<file path="config.mk">
export PLATFORM = sky130hd
export DESIGN_NAME = rr_encoder8to3_flat
export DESIGN_NICKNAME = d
export VERILOG_FILES = /design/src/rtl/rr_encoder8to3_if.sv /design/src/rtl/rr_encoder8to3.sv /design/src/flat_wrapper.sv
export SDC_FILE = /design/constraint.sdc
export NUM_CORES = 1
export LEC_CHECK = 0
export ABC_AREA = 1
export CELL_PAD_IN_SITES_DETAIL_PLACEMENT = 1
export CELL_PAD_IN_SITES_GLOBAL_PLACEMENT = 1
export CORE_MARGIN = 2
export CORE_UTILIZATION = 35
export DETAILED_ROUTE_END_ITERATION = 8
export MAX_ROUTING_LAYER = met4
export PLACE_DENSITY = 0.84
export SLEW_MARGIN = 40
export SYNTH_ARGS = -nofsm -noshare
export SYNTH_HDL_FRONTEND = slang
export SYNTH_SLANG_ARGS = --single-unit
export TNS_END_PERCENT = 1
</file>
<file path="constraint.sdc">
create_clock -name clk -period 2.4 [get_ports clk]
set_input_delay 0.6 -clock clk [delete_from_list [all_inputs] [get_ports clk]]
set_output_delay 0.6 -clock clk [all_outputs]
set_load 0.05 [all_outputs]
</file>
<file path="src/rtl/rr_encoder8to3_if.sv">
// Handshake bundle between the round-robin request encoder and its consumer.
// The master side is the encoder; the slave side drives requests and ready.
interface rr_encoder8to3_if;
   logic [7:0] req;
   logic       ready;
   logic       o2;
   logic       o1;
   logic       o0;
   logic       valid;
   logic       pend_any;

   modport master (
      input  req,
      input  ready,
      output o2,
      output o1,
      output o0,
      output valid,
      output pend_any
   );

   modport slave (
      output req,
      output ready,
      input  o2,
      input  o1,
      input  o0,
      input  valid,
      input  pend_any
   );
endinterface

</file>
<file path="src/rtl/rr_encoder8to3.sv">
// Round-robin 8-to-3 request encoder with a registered output slot.
// Requests are optionally latched until granted. The winner's index is held
// in an output register guarded by a valid/ready handshake. A request is
// retired as soon as its index is loaded into that register.
module rr_encoder8to3 #(
   parameter bit         STICKY     = 1'b1,
   parameter logic [2:0] LAST_RESET = 3'd7
) (
   input  logic            clk,
   input  logic            rst,
   rr_encoder8to3_if.master bus
);

   logic [7:0] r_pend;
   logic [2:0] r_ptr;
   logic [2:0] r_code;
   logic       r_valid;

   logic [7:0] w_eff;
   logic       w_free;
   logic [3:0] w_find;
   logic       w_found;
   logic [2:0] w_idx;
   logic       w_load;
   logic [7:0] w_clr;

   // Search eff starting at ptr+1 and wrapping; ptr itself is examined last.
   // Bit 3 of the result flags a hit, bits 2:0 carry the winning index.
   function automatic logic [3:0] f_find(input logic [7:0] eff, input logic [2:0] ptr);
      logic [3:0] res;
      logic [2:0] k;
      res = '0;
      for (int i = 8; i >= 1; i--) begin
         k = ptr + 3'(i);
         if (eff[k]) res = {1'b1, k};
      end
      return res;
   endfunction

   assign w_eff   = STICKY ? (r_pend | bus.req) : bus.req;
   assign w_free  = !r_valid || bus.ready;
   assign w_find  = f_find(w_eff, r_ptr);
   assign w_found = w_find[3];
   assign w_idx   = w_find[2:0];
   assign w_load  = w_free && w_found;

   // Clear mask for the pending set: only the index being loaded this edge.
   always_comb begin
      w_clr = '0;
      if (w_load) w_clr[w_idx] = 1'b1;
   end

   // Output slot and priority pointer: load a winner whenever the slot is free.
   always_ff @(posedge clk or posedge rst) begin
      if (rst) begin
         r_valid <= 1'b0;
         r_code  <= 3'b000;
         r_ptr   <= LAST_RESET;
      end else if (w_free) begin
         if (w_found) begin
            r_code  <= w_idx;
            r_valid <= 1'b1;
            r_ptr   <= w_idx;
         end else begin
            r_valid <= 1'b0;
         end
      end
   end

   generate
      if (STICKY) begin : g_sticky
         // Pending set: accumulate request pulses; clearing beats a same-edge set.
         always_ff @(posedge clk or posedge rst) begin
            if (rst) r_pend <= '0;
            else     r_pend <= (r_pend | bus.req) & ~w_clr;
         end
      end else begin : g_level
         assign r_pend = '0;
      end
   endgenerate

   assign bus.o2       = r_code[2];
   assign bus.o1       = r_code[1];
   assign bus.o0       = r_code[0];
   assign bus.valid    = r_valid;
   assign bus.pend_any = STICKY ? |r_pend : 1'b0;

endmodule
</file>
<file path="src/flat_wrapper.sv">
// flat-port wrapper written by rule: the top's interface ports become plain ports
module rr_encoder8to3_flat 
#(
   parameter bit         STICKY     = 1'b1,
   parameter logic [2:0] LAST_RESET = 3'd7
)
  (clk, rst, bus_req, bus_ready, bus_o2, bus_o1, bus_o0, bus_valid, bus_pend_any);
  rr_encoder8to3_if bus_i ();
  input  logic clk;
  input  logic rst;
  input wire logic [$bits(bus_i.req)-1:0] bus_req;
  input wire logic [$bits(bus_i.ready)-1:0] bus_ready;
  output wire logic [$bits(bus_i.o2)-1:0] bus_o2;
  output wire logic [$bits(bus_i.o1)-1:0] bus_o1;
  output wire logic [$bits(bus_i.o0)-1:0] bus_o0;
  output wire logic [$bits(bus_i.valid)-1:0] bus_valid;
  output wire logic [$bits(bus_i.pend_any)-1:0] bus_pend_any;
  assign bus_i.req = bus_req;
  assign bus_i.ready = bus_ready;
  assign bus_o2 = bus_i.o2;
  assign bus_o1 = bus_i.o1;
  assign bus_o0 = bus_i.o0;
  assign bus_valid = bus_i.valid;
  assign bus_pend_any = bus_i.pend_any;
  rr_encoder8to3 #(.STICKY(STICKY), .LAST_RESET(LAST_RESET)) u_core (.clk(clk), .rst(rst), .bus(bus_i));
endmodule
</file>
# Word level (Yosys, flattened, before mapping)

Index checks and enable logic that the tools add are counted.

Flip-flop bits (word level): 15
Bits in latches: 0
RAM bits: 0
Bits in read-only memories: 0
Input port bits: 11
Logic and storage cells: 58
Memories: 0

$add $sub $neg: 7
Multipliers: 0
Divide/modulo/power cells: 0
$lt $le $gt $ge: 10
Equality and inequality tests: 0
Shifts and indexed selects: 0
Mux-type cells: 28
Bitwise logic cells: 3
Reduce and logical (&&, ||, !) cells: 6

Operators with widths:

| cell                  | number |
|---|---|
| $lt A3 B4 Y1 const B  | 9 |
| $mux W4               | 8 |
| $bmux W1 S3           | 8 |
| $add A3 B3 Y3 const B | 4 |
| $mux W1               | 10 |
| $and A8 B8 Y8         | 1 |
| $mux W8               | 1 |
| $not A8 Y8            | 1 |
| $or A8 B8 Y8          | 1 |
| $reduce_or A8 Y1      | 1 |
| $add A3 B2 Y3 const B | 2 |
| $add A3 B1 Y3 const B | 1 |
| $demux W1 S3          | 1 |
| $ge A3 B1 Y1 const B  | 1 |
| $logic_and A1 B1 Y1   | 2 |
| $reduce_and A2 Y1     | 1 |
| $logic_not A1 Y1      | 1 |
| $logic_or A1 B1 Y1    | 1 |

# Logic depth before layout (Yosys ltp)

Gate-level depths: netlist of the first run.

Word-level depth: 18
Mapped depth: 20
Depth with buffers taken out: 18

# Worst setup path before layout of the first run

Ideal clock, no wire load.

Path kind: flip-flop to flip-flop
From: register u_core.r_ptr[0]
To: register u_core.r_pend[1]
Library setup time: 130 ps
Arrival time: 2288 ps
Slack: -18 ps
Cell stages (with the launch flop): 17
Path buffers: 2
Path through: dfstp_2 > buf_6 > inv_6 > buf_12 > ha_1 > inv_1 > nand2_2 > nand3b_1 > nand2_1 > nor2_1 > nand2_2 > nand2_2 > nand2_2 > a21oi_2 > inv_2 > nor2_1 > nor2_1

Word-level cells in the longest chain between the ends: 17

Ends and longest elaborated chain:

| element                                                                   | RTL line                                   | RTL |
|---|---|---|
| from (decl)                                                               | rr_encoder8to3.sv:15                       | `logic [2:0] r_ptr;` |
| from (signal assigned)                                                    | rr_encoder8to3.sv:63                       | `r_ptr <= w_idx;` |
| $add A3 B3 Y3 / $bmux W1 S3 (equally long branches)                       | rr_encoder8to3.sv:34, rr_encoder8to3.sv:35 |  |
| $bmux W1 S3 / $mux W1 (equally long branches)                             | rr_encoder8to3.sv:35                       | `if (eff[k]) res = {1'b1, k};` |
| $mux W1 (implied by the code) / $mux W4 (equally long branches)           | rr_encoder8to3.sv:35                       |  |
| $mux W4 (6 in a row)                                                      | rr_encoder8to3.sv:35                       |  |
| $mux W4 *                                                                 | rr_encoder8to3.sv:35                       |  |
| $lt A3 B4 Y1 (implied by the code) / $ge A3 B1 Y1 (equally long branches) | rr_encoder8to3.sv:50                       | `if (w_load) w_clr[w_idx] = 1'b1;` |
| $logic_and A1 B1 Y1 (implied by the code)                                 | rr_encoder8to3.sv:50                       |  |
| $mux W1 (implied by the code)                                             | rr_encoder8to3.sv:50                       |  |
| $demux W1 S3                                                              | n/a                                        |  |
| $mux W8 *                                                                 | rr_encoder8to3.sv:50                       |  |
| $not A8 Y8 *                                                              | rr_encoder8to3.sv:75                       | `else r_pend <= (r_pend \| bus.req) & ~w_clr;` |
| $and A8 B8 Y8 *                                                           | rr_encoder8to3.sv:75                       |  |
| to (signal assigned)                                                      | rr_encoder8to3.sv:75                       |  |
| to (decl)                                                                 | rr_encoder8to3.sv:14                       | `logic [7:0] r_pend;` |

Every way passes the cells marked *; elsewhere a longest branch is shown, timed or not. The select of a mux whose other input is x is not followed.
A chain may end at the register's enable or synchronous reset.

# Worst setup path after layout of the first run

From: register u_core.r_ptr[1]
To: register u_core.r_pend[7]

The elaborated chain is that of the path after synthesis.

==> flow_summary.json, run 1 <==
{
  "status": "finished with violations",
  "violations": "setup timing",
  "track_usage_pct": 26.84,
  "layout_min_cycle_time_ns": 2.493,
  "dp_hpwl_mm": 3.716,
  "worst_slew_pin_slew_ns": 0.6373,
  "clock_sinks": 15,
  "syn_area_sq_mm": 0.001388,
  "clk_path_buf_depth": 2,
  "final_common_cell": "nand2_1",
  "n_antenna_cell": 0,
  "cts_htree_levels": 1,
  "slew_viol_final": 0,
  "grt_setup_unrepaired": "true",
  "cts_buffers": 3,
  "postPlaceCellArea_sq_mm": 0.001730,
  "path_buf_inv": 3,
  "postRouteAntennaNets": 0,
  "synth_top_cell_area_share_pct": 21.64,
  "overflow": 0,
  "cp_common_cell": "nand2_2",
  "yosysSeqAreaShare_pct": 27.32,
  "crit_path_top_delay_cell": "dfstp_2",
  "dr_total_vias": 1669,
  "yosysUniqueCellTypes": 27,
  "final_cell_mix": "41 x nand2_1, 32 x nand2_2, 27 x buf_4",
  "grt_pass1_wl_mm": 8.556,
  "yosys-top-cells-area": "dfrtp_1 22%, nand2_1 18%, nand2_2 9.0%, nand3_2 7.2%, inv_1 6.0%",
  "area_growth_pct": 65.37,
  "start_util_pct": 37.07,
  "first_pass_iters": 4,
  "ctsHoldBuffers": 0,
  "relSlewSlack_pct": 57.47,
  "finalHoldViolCount": 0,
  "setup_violations": 9,
  "clkLatencyLatePin_ns": 0.26,
  "clk_pin_slew_ns": 0.07,
  "fin_area_sq_mm": 0.002295,
  "fp.dieH_um": 66.97,
  "max_cap_viol_count": 0,
  "die_x_um": 66.97,
  "whs_ns": 0.5139,
  "vias_per_cell": 5.490,
  "grt_pass1_vias": 1724,
  "syn_inst": 209,
  "drc_errors": 0,
  "crit_path_end_kind": "flip-flop",
  "fp-row-count": 22,
  "coreArea_sq_mm": 0.003744,
  "grt_max_degree": 16,
  "hp-class": "flip-flop to flip-flop",
  "fmax_mhz": 401.1,
  "critPathArrivalTime_ns": 2.65,
  "synthArstFlopShare_pct": 100.0,
  "drt-initial-drc-count": 94,
  "io_buffers": 15,
  "synth-seq-cells": 15,
  "synth-edff-count": 0,
  "crit_path_max_incr_delay_ns": 0.55,
  "fin_util_pct": 61.30,
  "gp_congestion": 0.8704,
  "antenna_found_initial": 0,
  "crit_fanout": 8,
  "yosysTopAreaCell": "dfrtp_1",
  "cp.required_ns": 2.55,
  "synth_area_per_cell_sq_um": 6.639,
  "cp_cell_sequence": "buf_6 -> ha_4 -> xnor2_4 -> nand3b_4 -> nand2_4 -> inv_2 -> nand2_2 -> nand3b_1 -> nand2_2 -> nand2_2 -> nand2_4 -> a21oi_4 -> nand3_1 -> nand2_1 -> inv_1",
  "fp.dieArea_sq_mm": 0.004484,
  "synthesis.nets": 222,
  "final_layout_size_suffix_gt1_share_pct": 55.08,
  "clockRootBuffer": "clkbuf_8",
  "critPathLaunchType": "flip-flop",
  "crit_family": "simple AND/OR/NAND/NOR gates",
  "routed_wl_mm": 6.944,
  "fin_ws_ns": -0.09315,
  "io_pins": 16,
  "path_class": "flip-flop to flip-flop",
  "finalNetCount": 270,
  "cts_tree": "built",
  "synth_ff_type": "dfrtp_1",
  "fin_crit_sh_pct": 103.9,
  "clock_skew_ns": 0.004249,
  "yosys_warnings": 0,
  "post_drt_wl_per_cell_um": 22.84
}
==> cell families (layout without fill, tap and decap cells) <==
family	after synthesis	after routing	share of synthesized area (%)
and+or+nand+nor	146	146	52.66
buffers and inverters	32	79	11.36
DFF	15	15	27.32
AOI/OAI and AO/OA	11	11	4.418
xor gates and xnor gates	3	3	2.435
adders and majority gates	2	2	1.803
==> flip-flops by register name (all words and copies together), names as in the netlist <==
| name | count |
|---|---|
| u_core.r_pend | 8 |
| u_core.r_code | 3 |
| u_core.r_ptr | 3 |
| u_core.bus.valid | 1 |
==> repair_timing <==
action	4_1_cts	5_1_grt
pin swaps	10	31
resized for setup	31	79
setup buffers	1	7
setup endpoints to repair	15	16
==> final timing paths <==
path,slack (ns),cells past startpoint,endpoint,startpoint
max in group asynchronous,1.26,2,u_core.r_pend[6],rst
worst min register to register,0.51,2,u_core.r_code[2],u_core.r_code[2]
min in group asynchronous,0.73,2,u_core.r_code[2],rst
worst max-delay path,-0.09,15,u_core.r_pend[7],u_core.r_ptr[1]
worst max register to register,-0.09,15,u_core.r_pend[7],u_core.r_ptr[1]
worst min-delay path,0.51,2,u_core.r_code[2],u_core.r_code[2]
==> through the flow <==
step | instances | TNS, ns | setup WS (ns)
2_1_floorplan | 209 | 0 | 0.02764
3_3_place_gp | 292 | -3.548 | -0.2970
3_5_place_dp | 292 | -4.629 | -0.3973
4_1_cts | 297 | 0 | 0.001144
5_1_grt | 304 | -1.311 | -0.1643
6_report | 304 | -0.4076 | -0.09315
==> per-layer routing <==
| metal | part of all wire [%] | wire length [um] | vias up | GRT usage (%) |
|---|---|---|---|---|
| met3 | 4.6 | 316 | 31 | 4.899 |
| li1 | - | - | 744 | - |
| met5 | 0 | 0 | - | - |
| met2 | 52 | 3602 | 60 | 48.25 |
| met1 | 38 | 2640 | 834 | 29.82 |
| met4 | 5.5 | 384 | 0 | 8.929 |
==> synth_stat cells (2+ instances only) <==
cell and count:
nand2_1 68, inv_1 22, nor2_1 22, nand2_2 20
nand3_1 16, dfrtp_1 12, nand3_2 10, a21oi_1 7
inv_2 5, dfstp_2 3, buf_6 2, ha_1 2
nand2_4 2, nand3b_1 2, nor4_1 2, o21ai_1 2
xnor2_1 2
==> worst reg2reg max path, cell delays in order (launching register included) <==
cell,delay [ns]
dfstp_2,0.55
buf_6,0.18
ha_4,0.21
xnor2_4,0.17
nand3b_4,0.22
nand2_4,0.07
inv_2,0.07
nand2_2,0.05
nand3b_1,0.10
nand2_2,0.10
nand2_2,0.11
nand2_4,0.08
a21oi_4,0.20
nand3_1,0.15
nand2_1,0.10
inv_1,0.04
==> layout make-up <==
| cell class | count | area (sq um) |
|---|---|---|
| Clock inverter | 1 | 7.507 |
| Fill cell | 456 | 1449 |
| Multi-Input combinational cell | 162 | 1262 |
| Tap cell | 48 | 60.06 |
| Sequential cell | 15 | 382.9 |
| Clock buffer | 3 | 41.29 |
| Timing Repair Buffer | 47 | 427.9 |
| Inverter | 28 | 112.6 |
Power of run 1 is left out: the tool's default activity adds up to more than one toggle a clock period on the data nets, which glitch-free logic cannot reach.
==> inputs of run 2 (changes only) <==
Settings changed: CAP_MARGIN from default to 20, CORE_MARGIN 2 to 10, CTS_CLUSTER_DIAMETER from default to 120.
==> flow_summary.json, run 2 (synthesized netlist as in run 1, its figures left out) <==
{
  "fp.dieArea_sq_mm": 0.006883,
  "violations": "setup timing",
  "first_pass_iters": 4,
  "cp_cell_sequence": "buf_6 -> ha_2 -> xnor2_2 -> nand3_2 -> nand2_2 -> inv_2 -> nand2_2 -> nand3b_1 -> nand2_2 -> nand2_2 -> nand2_2 -> nand2_2 -> nor2_4 -> inv_2 -> nor2_2 -> nor2_1",
  "slew_viol_final": 0,
  "top_regs": "u_core.r_pend (8), u_core.r_code (3), u_core.r_ptr (3)",
  "layout_min_cycle_time_ns": 2.465,
  "crit_path_top_delay_cell": "dfstp_2",
  "final_layout_size_suffix_gt1_share_pct": 50.78,
  "max_cap_viol_count": 0,
  "multi_input_area_sq_mm": 0.001099,
  "fin_tns_setup_ns": -0.3418,
  "fin_area_sq_mm": 0.002113,
  "track_usage_pct": 17.01,
  "fp-row-count": 22,
  "gp_congestion": 0.8573,
  "clk_path_buf_depth": 2,
  "cts_htree_levels": 1,
  "cts_buffers": 3,
  "dp_hpwl_mm": 3.765,
  "hp-class": "flip-flop to flip-flop",
  "clock_skew_ns": 0.0008179,
  "grt_max_degree": 16,
  "start_util_pct": 37.07,
  "status": "finished with violations",
  "fmax_mhz": 405.7,
  "clkLatencyLatePin_ns": 0.26,
  "largest_reg_flops": 8,
  "seq_area_sq_um": 379.1,
  "fp.dieH_um": 82.97,
  "fin_ws_ns": -0.06515,
  "critPathLaunchType": "flip-flop",
  "overflow": 0,
  "postPlaceCellArea_sq_mm": 0.001745,
  "postRouteAntennaNets": 0,
  "top_register": "u_core.r_pend",
  "final_common_cell": "nand2_1",
  "grt_pass1_vias": 1747,
  "grt_setup_unrepaired": "true",
  "io_pins": 16,
  "drc_errors": 0,
  "cp_common_cell": "nand2_2",
  "finalHoldViolCount": 0,
  "crit_path_max_incr_delay_ns": 0.57,
  "ctsHoldBuffers": 0,
  "coreArea_sq_mm": 0.003744,
  "finalNetCount": 272,
  "cp.required_ns": 2.55,
  "dr_total_vias": 1634,
  "io_buffers": 15,
  "fillCellCount": 487,
  "clock_sinks": 15,
  "grt_pass1_wl_mm": 9.294,
  "path_class": "flip-flop to flip-flop",
  "fin_crit_sh_pct": 102.7,
  "cts_tree": "built",
  "worst_slew_pin_slew_ns": 0.6583,
  "critPathArrivalTime_ns": 2.61,
  "vias_per_cell": 5.340,
  "post_drt_wl_per_cell_um": 20.93,
  "final_cell_mix": "48 x nand2_1, 37 x nand2_2, 32 x buf_4",
  "n_antenna_cell": 0,
  "antenna_found_initial": 0,
  "clk_pin_slew_ns": 0.07,
  "crit_fanout": 8,
  "die_x_um": 82.97,
  "drt-initial-drc-count": 114,
  "relSlewSlack_pct": 56.07,
  "routed_wl_mm": 6.406,
  "setup_violations": 9,
  "clockRootBuffer": "clkbuf_8",
  "crit_path_end_kind": "flip-flop",
  "area_growth_pct": 52.30
}
-- run 2: cell count changes in the layout (fill, tap and decap cells not counted), sizes merged --
cell and change:
dlymetal6s2s -5, clkinvlp -1, buf +2, clkinv +1, dlygate4sd2 +2, clkdlybuf4s50 +3
-- run 2: critical path, delay by kind of cell, from the launching register on --
family	cells	cell delay (ns)
XOR/XNOR	1	0.17
adder cells (fa/ha/maj)	1	0.23
buffers and inverters	3	0.29
flip-flops	1	0.57
AND/OR/NAND/NOR	11	1.11
-- run 2: metrics by stage --
step	hold WS, ns	utilization, %	cells	worst slack, ns
after global placement	0.4697	46.62	294	-0.2586
final	0.5073	56.45	306	-0.06515
after CTS	0.5123	52.51	301	0.004162
after detailed placement	0.4877	46.62	294	-0.4186
after floorplan	0.4993	-	209	0.02764
after global routing	0.5453	56.45	306	-0.1610
-- run 2: area by class of cell --
type	count	share of cell area (%)
well taps	48	2.842
clock inverters	1	0.2368
repair buffers	49	19.72
multi-input cells	162	51.98
clock buffers	3	1.954
inverters	28	5.329
flip-flops and latches	15	17.94
-- run 2: worst paths after layout --
check                                  from                to  slack [ns]  cells past startpoint
min in group asynchronous               rst  u_core.r_code[1]        0.73                      2
min                        u_core.r_code[1]  u_core.r_code[1]        0.51                      2
max reg2reg                 u_core.r_ptr[1]  u_core.r_pend[4]       -0.07                     16
max                         u_core.r_ptr[1]  u_core.r_pend[4]       -0.07                     16
max in group asynchronous               rst  u_core.r_pend[6]        1.25                      2
min reg2reg                u_core.r_code[1]  u_core.r_code[1]        0.51                      2
-- run 2: what timing repair did --
| action | in CTS | in global routing |
|---|---|---|
| buffers inserted | 4 | 5 |
| cloned | 0 | 0 |
| pin swaps | 23 | 9 |
| resized for setup | 42 | 30 |
| endpoints found under the setup margin | 15 | 16 |
-- run 2: routing by layer --
metal | track usage, % | wire [um]
met5 | - | 0
met1 | 17.59 | 2434
met4 | 9.692 | 340
met2 | 29.68 | 3421
met3 | 2.930 | 209
Power of run 2 is left out for the same reason.
==> inputs of run 3 (changes only) <==
Settings changed: CELL_PAD_IN_SITES_GLOBAL_PLACEMENT 1 to 2, CORE_UTILIZATION 35 to 28, PLACE_DENSITY 0.84 to 0.86.
==> flow_summary.json, run 3 (synthesized netlist as in run 1, its figures left out) <==
{
  "status": "finished with violations",
  "violations": "setup timing",
  "top_register": "u_core.r_pend",
  "fin_tns_setup_ns": -0.2006,
  "busiest_layer": "met2",
  "worst_slew_pin_slew_ns": 0.5819,
  "rr_endpoint": "u_core.r_pend[1]",
  "start_util_pct": 29.18,
  "crit_fanout": 5,
  "fin_crit_sh_pct": 102.4,
  "finalNetCount": 266,
  "worstHoldStart": "u_core.r_code[1]",
  "routed_wl_mm": 4.664,
  "clk_pin_slew_ns": 0.06,
  "rr_worst_depth": 15,
  "critPathArrivalTime_ns": 2.60,
  "final_cell_mix": "55 x nand2_1, 28 x nand2_2, 27 x buf_4",
  "cts_htree_levels": 1,
  "crit_path_end_kind": "flip-flop",
  "die_x_um": 90.40,
  "clk_path_buf_depth": 2,
  "final_layout_size_suffix_gt1_share_pct": 45.63,
  "final_cells": 319,
  "fp.dieH_um": 90.40,
  "r2r_slack_ns": -0.01,
  "final_common_cell": "nand2_1",
  "max_cap_viol_count": 0,
  "clkLatencyLatePin_ns": 0.25,
  "finalHoldViolCount": 0,
  "post_drt_wl_per_cell_um": 14.62,
  "grt_pass1_wl_mm": 7.659,
  "path_class": "input pin to flip-flop",
  "hp-class": "flip-flop to flip-flop",
  "fp.dieArea_sq_mm": 0.008171,
  "endpoint": "u_core.r_pend[4]",
  "cts_tree": "built",
  "use_met1_pct": 14.09,
  "coreArea_sq_mm": 0.004755,
  "clock_sinks": 15,
  "grt_pass1_vias": 1601,
  "timing.rr.start": "u_core.r_ptr[0]",
  "setup_violations": 8,
  "dp_hpwl_mm": 3.613,
  "dr_total_vias": 1446,
  "antenna_found_initial": 0,
  "clockRootBuffer": "clkbuf_8",
  "drc_errors": 0,
  "critPathLaunch": "bus_req[2]",
  "track_usage_pct": 11.61,
  "first_pass_iters": 4,
  "n_antenna_cell": 0,
  "fmax_mhz": 406.8,
  "postRouteAntennaNets": 0,
  "io_buffers": 15,
  "use_met2_pct": 19.19,
  "top_regs": "u_core.r_pend (8), u_core.r_code (3), u_core.r_ptr (3)",
  "grt_util_met3_pct": 2.244,
  "grt_setup_unrepaired": "true",
  "dpl.cell_count": 312,
  "grt_max_degree": 16,
  "vias_per_cell": 4.533,
  "fillCellCount": 613,
  "overflow": 0,
  "slew_viol_final": 0,
  "fin_ws_ns": -0.05795,
  "cts_buffers": 3,
  "largest_reg_flops": 8,
  "cp.required_ns": 2.55,
  "io_pins": 16,
  "gp_congestion": 0.8314,
  "whs_ns": 0.4777,
  "critPathLaunchType": "input pin",
  "clock_skew_ns": 0.002376,
  "fp-row-count": 25,
  "place_ws_ns": -0.3493,
  "layout_min_cycle_time_ns": 2.458,
  "drt-initial-drc-count": 40,
  "relSlewSlack_pct": 61.16,
  "area_growth_pct": 47.88
}
[run 3: critical path, cell delays in order]
cell,delay [ns]
clkdlybuf4s50_1,0.45
nor2_4,0.13
nand2_1,0.08
nand3_1,0.13
nand2_1,0.08
nand2_2,0.07
nand2_2,0.10
nand3b_1,0.20
nand2_2,0.13
nand2_2,0.08
nand2_4,0.09
nand2_4,0.06
nor2_4,0.15
inv_2,0.08
nor2_4,0.12
nor2_1,0.05
[run 3: stage by stage]
step	area, sq um	util (%)
3_5_place_dp	1762	37.05
4_1_cts	1879	39.53
2_1_floorplan	1388	-
3_3_place_gp	1762	37.05
6_report	2052	43.16
5_1_grt	2052	43.16
[run 3: cell type report]
cell class | count | area (sq um) | area share, %
Multi-Input combinational cell | 162 | 1065 | 51.89
Sequential cell | 15 | 379.1 | 18.48
Timing Repair Buffer | 43 | 369.1 | 17.99
Clock buffer | 4 | 45.04 | 2.195
Tap cell | 67 | 83.83 | 4.085
Inverter | 28 | 110.1 | 5.366
[run 3: repair_timing]
action,in CTS,in global routing
hold buffers,0,0
pin swaps,2,18
setup endpoints to repair,12,16
buffers inserted,0,3
cloned,0,0
gates resized for setup,19,37
[run 3: worst min path at each step]
| stage | to | slack [ns] | depth (start not counted) |
|---|---|---|---|
| final | u_core.r_code[1] | 0.48 | 2 |
| after global placement | u_core.r_code[1] | 0.46 | 2 |
| after global routing | u_core.r_code[1] | 0.51 | 2 |
| after CTS | u_core.r_code[1] | 0.48 | 2 |
| after floorplan | u_core.bus.valid | 0.50 | 1 |
| after detailed placement | u_core.r_code[1] | 0.46 | 2 |
[run 3: routing by layer]
layer | share of wire, % | wire length [um] | vias to the layer above
met3 | 1.5 | 68 | 4
met5 | 0 | 0 | -
li1 | - | - | 732
met1 | 46 | 2144 | 699
met2 | 52 | 2412 | 11
met4 | 0.81 | 38 | 0
Power of run 3 is left out for the same reason.
